[src/rtl/ef_i2c_line_conditioner.sv]
// ef_i2c_line_conditioner
// Sits between the SCL/SDA pads and the I2C master core. Each incoming line
// is synchronised and glitch-filtered. The open-drain pad enables are formed
// from the master's pins. Bus START/STOP are detected, bus-busy is tracked,
// and lines held low for too long are flagged.

module ef_i2c_line_conditioner #(
  parameter int FILTER_LEN = 4,
  parameter int TIMEOUT_W  = 16
) (
  input  logic                 clk,
  input  logic                 rst,
  input  logic                 scl_pad_i,
  input  logic                 sda_pad_i,
  input  logic                 scl_o_i,
  input  logic                 scl_t_i,
  input  logic                 sda_o_i,
  input  logic                 sda_t_i,
  output logic                 scl_pad_o,
  output logic                 scl_pad_oen_o,
  output logic                 sda_pad_o,
  output logic                 sda_pad_oen_o,
  output logic                 scl_f_o,
  output logic                 sda_f_o,
  input  logic [TIMEOUT_W-1:0] timeout_i,
  output logic                 start_o,
  output logic                 stop_o,
  output logic                 bus_busy_o,
  output logic                 scl_stuck_o,
  output logic                 sda_stuck_o
);

  // FILTER_LEN is at most 15, so a 4-bit run counter is always enough
  localparam int               CNT_W     = 4;
  localparam logic [CNT_W-1:0] FILT_LAST = CNT_W'(FILTER_LEN - 1);

  // two-flop synchronisers
  logic sclSync1_q, sclSync2_q;
  logic sdaSync1_q, sdaSync2_q;

  // glitch filters
  logic             sclFilt_q, sclFilt_d;
  logic             sdaFilt_q, sdaFilt_d;
  logic [CNT_W-1:0] sclFiltCnt_q, sclFiltCnt_d;
  logic [CNT_W-1:0] sdaFiltCnt_q, sdaFiltCnt_d;

  // previous filtered values for edge detection
  logic sclPrev_q, sdaPrev_q;

  // bus condition pulses and busy flag
  logic startPulse_q, startPulse_d;
  logic stopPulse_q, stopPulse_d;
  logic busBusy_q, busBusy_d;

  // stuck-low detection
  logic [TIMEOUT_W-1:0] sclStuckCnt_q, sclStuckCnt_d;
  logic [TIMEOUT_W-1:0] sdaStuckCnt_q, sdaStuckCnt_d;
  logic                 sclStuck_q, sclStuck_d;
  logic                 sdaStuck_q, sdaStuck_d;

  logic timeoutEn;

  // Open drain: the pad only ever pulls low, and only when the master drives a 0
  assign scl_pad_o     = 1'b0;
  assign sda_pad_o     = 1'b0;
  assign scl_pad_oen_o = scl_t_i | scl_o_i;
  assign sda_pad_oen_o = sda_t_i | sda_o_i;

  assign timeoutEn = (timeout_i != '0);

  // SCL filter: accept a new level only after FILTER_LEN consecutive disagreeing samples
  always_comb begin
    sclFilt_d    = sclFilt_q;
    sclFiltCnt_d = '0;
    if (sclSync2_q != sclFilt_q) begin
      if (sclFiltCnt_q == FILT_LAST) begin
        sclFilt_d = sclSync2_q;
      end else begin
        sclFiltCnt_d = sclFiltCnt_q + CNT_W'(1);
      end
    end
  end

  // SDA filter: same acceptance rule as SCL
  always_comb begin
    sdaFilt_d    = sdaFilt_q;
    sdaFiltCnt_d = '0;
    if (sdaSync2_q != sdaFilt_q) begin
      if (sdaFiltCnt_q == FILT_LAST) begin
        sdaFilt_d = sdaSync2_q;
      end else begin
        sdaFiltCnt_d = sdaFiltCnt_q + CNT_W'(1);
      end
    end
  end

  // START/STOP need SCL high on both sides of the SDA edge, so a simultaneous SCL change never counts
  always_comb begin
    startPulse_d = sclPrev_q & sclFilt_q & sdaPrev_q & ~sdaFilt_q;
    stopPulse_d  = sclPrev_q & sclFilt_q & ~sdaPrev_q & sdaFilt_q;
    busBusy_d    = busBusy_q;
    if (startPulse_d) begin
      busBusy_d = 1'b1;
    end else if (stopPulse_d) begin
      busBusy_d = 1'b0;
    end
  end

  // SCL stuck-low: count filtered-low cycles, saturating, and compare against the live threshold
  always_comb begin
    sclStuckCnt_d = '0;
    sclStuck_d    = 1'b0;
    if (!sclFilt_q) begin
      sclStuckCnt_d = (sclStuckCnt_q == '1) ? sclStuckCnt_q : sclStuckCnt_q + TIMEOUT_W'(1);
      sclStuck_d    = timeoutEn && (sclStuckCnt_q >= timeout_i);
    end
  end

  // SDA stuck-low: same counting and compare as SCL
  always_comb begin
    sdaStuckCnt_d = '0;
    sdaStuck_d    = 1'b0;
    if (!sdaFilt_q) begin
      sdaStuckCnt_d = (sdaStuckCnt_q == '1) ? sdaStuckCnt_q : sdaStuckCnt_q + TIMEOUT_W'(1);
      sdaStuck_d    = timeoutEn && (sdaStuckCnt_q >= timeout_i);
    end
  end

  // All state registers; idle bus lines read as high after reset
  always_ff @(posedge clk) begin
    if (rst) begin
      sclSync1_q    <= 1'b1;
      sclSync2_q    <= 1'b1;
      sdaSync1_q    <= 1'b1;
      sdaSync2_q    <= 1'b1;
      sclFilt_q     <= 1'b1;
      sdaFilt_q     <= 1'b1;
      sclFiltCnt_q  <= '0;
      sdaFiltCnt_q  <= '0;
      sclPrev_q     <= 1'b1;
      sdaPrev_q     <= 1'b1;
      startPulse_q  <= 1'b0;
      stopPulse_q   <= 1'b0;
      busBusy_q     <= 1'b0;
      sclStuckCnt_q <= '0;
      sdaStuckCnt_q <= '0;
      sclStuck_q    <= 1'b0;
      sdaStuck_q    <= 1'b0;
    end else begin
      sclSync1_q    <= scl_pad_i;
      sclSync2_q    <= sclSync1_q;
      sdaSync1_q    <= sda_pad_i;
      sdaSync2_q    <= sdaSync1_q;
      sclFilt_q     <= sclFilt_d;
      sdaFilt_q     <= sdaFilt_d;
      sclFiltCnt_q  <= sclFiltCnt_d;
      sdaFiltCnt_q  <= sdaFiltCnt_d;
      sclPrev_q     <= sclFilt_q;
      sdaPrev_q     <= sdaFilt_q;
      startPulse_q  <= startPulse_d;
      stopPulse_q   <= stopPulse_d;
      busBusy_q     <= busBusy_d;
      sclStuckCnt_q <= sclStuckCnt_d;
      sdaStuckCnt_q <= sdaStuckCnt_d;
      sclStuck_q    <= sclStuck_d;
      sdaStuck_q    <= sdaStuck_d;
    end
  end

  assign scl_f_o     = sclFilt_q;
  assign sda_f_o     = sdaFilt_q;
  assign start_o     = startPulse_q;
  assign stop_o      = stopPulse_q;
  assign bus_busy_o  = busBusy_q;
  assign scl_stuck_o = sclStuck_q;
  assign sda_stuck_o = sdaStuck_q;

endmodule

[config.mk]
export PLATFORM = sky130hd
export DESIGN_NAME = ef_i2c_line_conditioner
export DESIGN_NICKNAME = d
export VERILOG_FILES = /design/src/rtl/ef_i2c_line_conditioner.sv
export SDC_FILE = /design/constraint.sdc
export NUM_CORES = 1
export LEC_CHECK = 0
export ABC_CLOCK_PERIOD_IN_PS = 2200
export BUFFER_PORTS_ARGS = -buffer_cell sky130_fd_sc_hd__buf_2
export CAP_MARGIN = 25
export CORE_MARGIN = 2
export CORE_UTILIZATION = 50
export DETAILED_ROUTE_END_ITERATION = 16
export HOLD_SLACK_MARGIN = 0.08
export PLACE_DENSITY = 0.7
export SETUP_SLACK_MARGIN = 0.3
export SLEW_MARGIN = 10
export SYNTH_ARGS = -nofsm -noshare
export SYNTH_HDL_FRONTEND = slang
export SYNTH_SLANG_ARGS = --single-unit
[constraint.sdc]
create_clock -name clk -period 2.2 [get_ports clk]
set_input_delay 0.55 -clock clk [delete_from_list [all_inputs] [get_ports clk]]
set_output_delay 0.55 -clock clk [all_outputs]
set_load 0.03 [all_outputs]
Yosys cells after proc, flatten, opt, wreduce, memory -nomap -nowiden
Index checks and enable logic that the tools add are counted.
Widths: inputs -> output; s select.
Cells by class
  $add $sub $neg: 4
  $lt $le $gt $ge: 2
  equal/unequal tests: 6
  multiplexer cells: 2
  bitwise operators: 11
  reduce and logical (&&, ||, !) cells: 10
Operators with widths (count)
  $add 16x1->16 const B: 2
  $eq 16x16->1 const B: 2
  $ge 16x16->1: 2
  $reduce_bool 16->1: 1
  $add 4x1->4 const B: 2
  $eq 4x2->1 const B: 2
  $reduce_or 3->1: 2
  $and 1x1->1: 5
  $not 1->1: 4
  $reduce_and 2->1: 2
  $reduce_or 2->1: 2
  $logic_and 1x1->1: 2
  $mux 1: 2
  $ne 1x1->1: 2
  $or 1x1->1: 2
  $reduce_bool 2->1: 1
Storage, ports and cells
  flip-flop bits (word level): 53
  input port bits: 24
  word-level logic and storage cells: 52

Logic depth before layout (Yosys ltp)
  word-level depth: 5
  gate-level depth with buffers: 6
  gate-level depth less buffers: 6

Least setup slack after synthesis
OpenSTA, ideal clock, no wires.
  path type: input-to-reg
  from: input port timeout_i[15]
  to: register sdaStuck_q (netlist: sda_stuck_o)
  library setup time: 0.080 ns
  arrival time: 2.000 ns
  path slack: 0.120 ns
  cell stages on the path: 6
  path through: inv_1 > ha_1 > nand4_1 > or4_1 > o32a_1 > a211oi_2
On the way
  longest elaborated chain between the ends: 2
  elaborated cells on any way between the ends: 3
RTL lines
  start: declaration: RTL line 25  | input logic [TIMEOUT_W-1:0] timeout_i,
  $ge 16x16->1 / $reduce_bool 16->1 (equally long branches): RTL line 125, 69
  $logic_and 1x1->1 (*): RTL line 125  | sdaStuck_d = timeoutEn && (sdaStuckCnt_q >= timeout_i);
  end signal: assignment: RTL line 166  | sdaStuck_q <= sdaStuck_d;
  end: declaration: RTL line 59  | logic sdaStuck_q, sdaStuck_d;
Every way passes the cells marked *; elsewhere a longest branch is shown, timed or not.
A chain may end at the register's enable or synchronous reset.

Final worst setup path
  from: input port timeout_i[13]
  to: register sclStuck_q (netlist: scl_stuck_o)
On the way
  longest elaborated chain between the ends: 2
  elaborated cells on any way between the ends: 3
RTL lines
  $ge 16x16->1 / $reduce_bool 16->1 (equally long branches): RTL line 115, 69
  $logic_and 1x1->1 (*): RTL line 115  | sclStuck_d = timeoutEn && (sclStuckCnt_q >= timeout_i);
  end signal: assignment: RTL line 165  | sclStuck_q <= sclStuck_d;
  end: declaration: RTL line 58  | logic sclStuck_q, sclStuck_d;
Marked as above.

==> flow_summary.json <==
{
  "synth.area.top_cells": "dfxtp_1 34%, ha_1 15%, a21oi_1 4.5%",
  "drtPass1Iterations": 4,
  "swShare": 0.244,
  "arrival_ns": 2.11,
  "tightest_slew_ns": 0.585,
  "synth_seq_cells": 53,
  "final.setup_skew_ns": 0.00478,
  "viasPerCell": 5.91,
  "synth_area_mm2": 0.00308,
  "final.setup.worst_slack_ns": 0.327,
  "final_area_mm2": 0.00361,
  "grt_pass1_wl_mm": 10.9,
  "grt_use_total": 0.210,
  "synth_cell_type_count": 51,
  "fin_cells": 473,
  "power.share.clock": 0.339,
  "die_h_um": 82.5,
  "max_freq_mhz": 534,
  "synth.avg_cell_area_um2": 8.61,
  "fillCellCount": 541,
  "portBuffers": 32,
  "floorplan.initialDensity": 0.518,
  "leakagePower_nw": 1.37,
  "cts_buffer_depth": 2,
  "cts_tree": "done",
  "status": "completed",
  "rsz0062_at_grt": "true",
  "wirelength_mm": 7.10,
  "crit_fanout": 2,
  "power_switching_mw": 0.398,
  "synth_top_area_cell": "dfxtp_1",
  "grt_max_degree": 18,
  "setup_viol": 0,
  "fin_util": 0.607,
  "drc_errors": 0,
  "critPathSlowestCell": "or4_1",
  "seqPwrFrac": 0.589,
  "synth-seq-area-share": 0.344,
  "drtAntennaViolNets": 0,
  "worst_setup_path_end_kind": "register",
  "ir_drop_mv": 0.278,
  "critPathBufInv": 2,
  "placed_area_mm2": 0.00344,
  "first_iter_violations": 111,
  "most-common-layout-cells": "39 x dfxtp_1, 30 x buf_2, 28 x a21oi_1",
  "min_period_over_period": 0.851,
  "finalPower_mw": 1.63,
  "io-pin-count": 35,
  "drv_cap": 0,
  "hold_class": "reg -> reg",
  "grt_overflow_total": 0,
  "wire_per_inst_um": 15.0,
  "rows": 28,
  "htree_levels": 2,
  "critPathTopFamily": "simple AND/OR/NAND/NOR gates",
  "drive_gt1_frac": 0.226,
  "gp_congestion": 0.833,
  "place_inst": 465,
  "crit_path_start_kind": "primary input",
  "power-per-cell-area_mw_per_mm2": 452,
  "chipWidth_um": 82.5,
  "critical_path_class": "in -> reg",
  "power_frac_comb": 0.072,
  "core_mm2": 0.00596,
  "cpPeakStageDelay_ns": 0.52,
  "cts.sinks": 53,
  "cts.clk_slew.worst_paths_ns": 0.10,
  "ctsHoldBuffers": 0,
  "p_int_mw": 1.24,
  "yosys_warnings": 0,
  "root_buffer": "clkbuf_8",
  "synth_top_area_frac": 0.344,
  "grt_pass1_vias": 2429,
  "antenna_found_initial": 0,
  "cp_cell_sequence": "buf_4, inv_12, ha_4, nand4_1, or4_1, o32a_1, a211oi_2",
  "hpwlAfterDp_mm": 5.55,
  "period_needed_ns": 1.87,
  "maxSlewHeadroom": 0.606,
  "clk_latency_ns": 0.31,
  "final_nets": 457,
  "final-hold-violation-count": 0,
  "antenna_cells": 0,
  "cts_made_buffers": 5,
  "via_count": 2795,
  "maxSlewViolCount": 0,
  "syn2layout_area_growth_pct": 17.2,
  "worstPathRequired_ns": 2.43,
  "synth_cells": 358,
  "place_ws_ns": -0.0532,
  "die_area_mm2": 0.00681,
  "final_common_cell": "dfxtp_1"
}
-- layer usage --
| metal | up-vias | track usage | wire [um] |
|---|---|---|---|
| li1 | 1421 | - | - |
| met1 | 1292 | 0.261 | 3180 |
| met2 | 70 | 0.363 | 3560 |
| met5 | - | 0 | 0 |
| met4 | 0 | 0.0770 | 101 |
| met3 | 12 | 0.0370 | 263 |
-- flip-flops by register name, indices dropped and copies added, names as in the netlist --
register	count
sclSync1_q	1
stop_o	1
sda_stuck_o	1
scl_f_o	1
sdaFiltCnt_q	4
sdaSync2_q	1
start_o	1
sdaPrev_q	1
scl_stuck_o	1
sclFiltCnt_q	4
sdaStuckCnt_q	16
sdaSync1_q	1
sda_f_o	1
sclSync2_q	1
sclStuckCnt_q	16
sclPrev_q	1
bus_busy_o	1
-- power groups by stage --
stage	clock, mW	sequential (mW)	combinational, mW
after floorplan	0	0.987	0.0661
after global placement	0	0.988	0.107
after detailed placement	0	0.988	0.111
after CTS	0.570	0.965	0.111
after global routing	0.608	0.963	0.132
final	0.554	0.963	0.117
-- synth_stat cells (all sizes together) --
cell type	count
nand4	13
a311oi	1
a21oi	28
nor4	6
o21ai	18
o32a	2
nor4b	1
nor2	24
a211oi	7
or4	8
a31oi	8
dfxtp	53
a211o	2
mux2i	3
o311ai	2
a2111oi	2
o211ai	2
a2111o	1
nor2b	3
inv	25
nand3b	1
clkbuf	3
o21a	4
and4	9
nand3	13
nor3	7
nand2	24
conb	1
a41oi	2
ha	36
xor2	2
or3	5
xnor2	5
clkinv	1
a21boi	1
or2	6
buf	5
and3	5
nor3b	2
o31ai	5
and2	6
o41ai	3
a21o	1
nand2b	2
-- worst paths after layout --
path	from	to	slack [ns]	cells after the start
hold reg to reg	sdaSync1_q	sdaSync2_q	0.42	1
setup / recovery	timeout_i[13]	scl_stuck_o	0.33	7
setup reg to reg	sclStuckCnt_q[13]	scl_stuck_o	0.35	5
hold / removal	sdaSync1_q	sdaSync2_q	0.42	1
-- metrics by stage --
stage,hold WS [ns],TNS (ns)
detailed placement,0.397,-0.101
finish,0.418,0
global placement,0.391,-0.0117
global route,0.406,0
floorplan,0.389,0
CTS,0.415,0
-- repair_timing --
item,4_1_cts,5_1_grt
cloned,0,0
pin swaps,1,3
endpoints found under the setup margin,2,3
gates resized for setup,9,17
buffers inserted,0,0
-- logic make-up (layout without fill, tap and decap cells) --
group | Yosys count | in the layout | synth area share
compound gates | 89 | 89 | 0.187
xor+xnor | 7 | 7 | 0.0199
fa+ha+maj | 36 | 36 | 0.146
buf+inv | 34 | 73 | 0.0467
flops | 53 | 53 | 0.344
mux | 3 | 3 | 0.00974
other cells | 1 | 2 | 0.00122
simple gates | 135 | 135 | 0.245
-- final cells by class --
cell class	count	area, um^2	area share
multi-input cells	272	2010	0.556
flip-flops and latches	53	1080	0.300
repair buffers	39	218	0.0602
inverters	26	120	0.0332
well taps	75	93.8	0.0260
clock buffers	5	68.8	0.0190
clock inverters	3	22.5	0.00623
(Power assumes the default switching activity.)
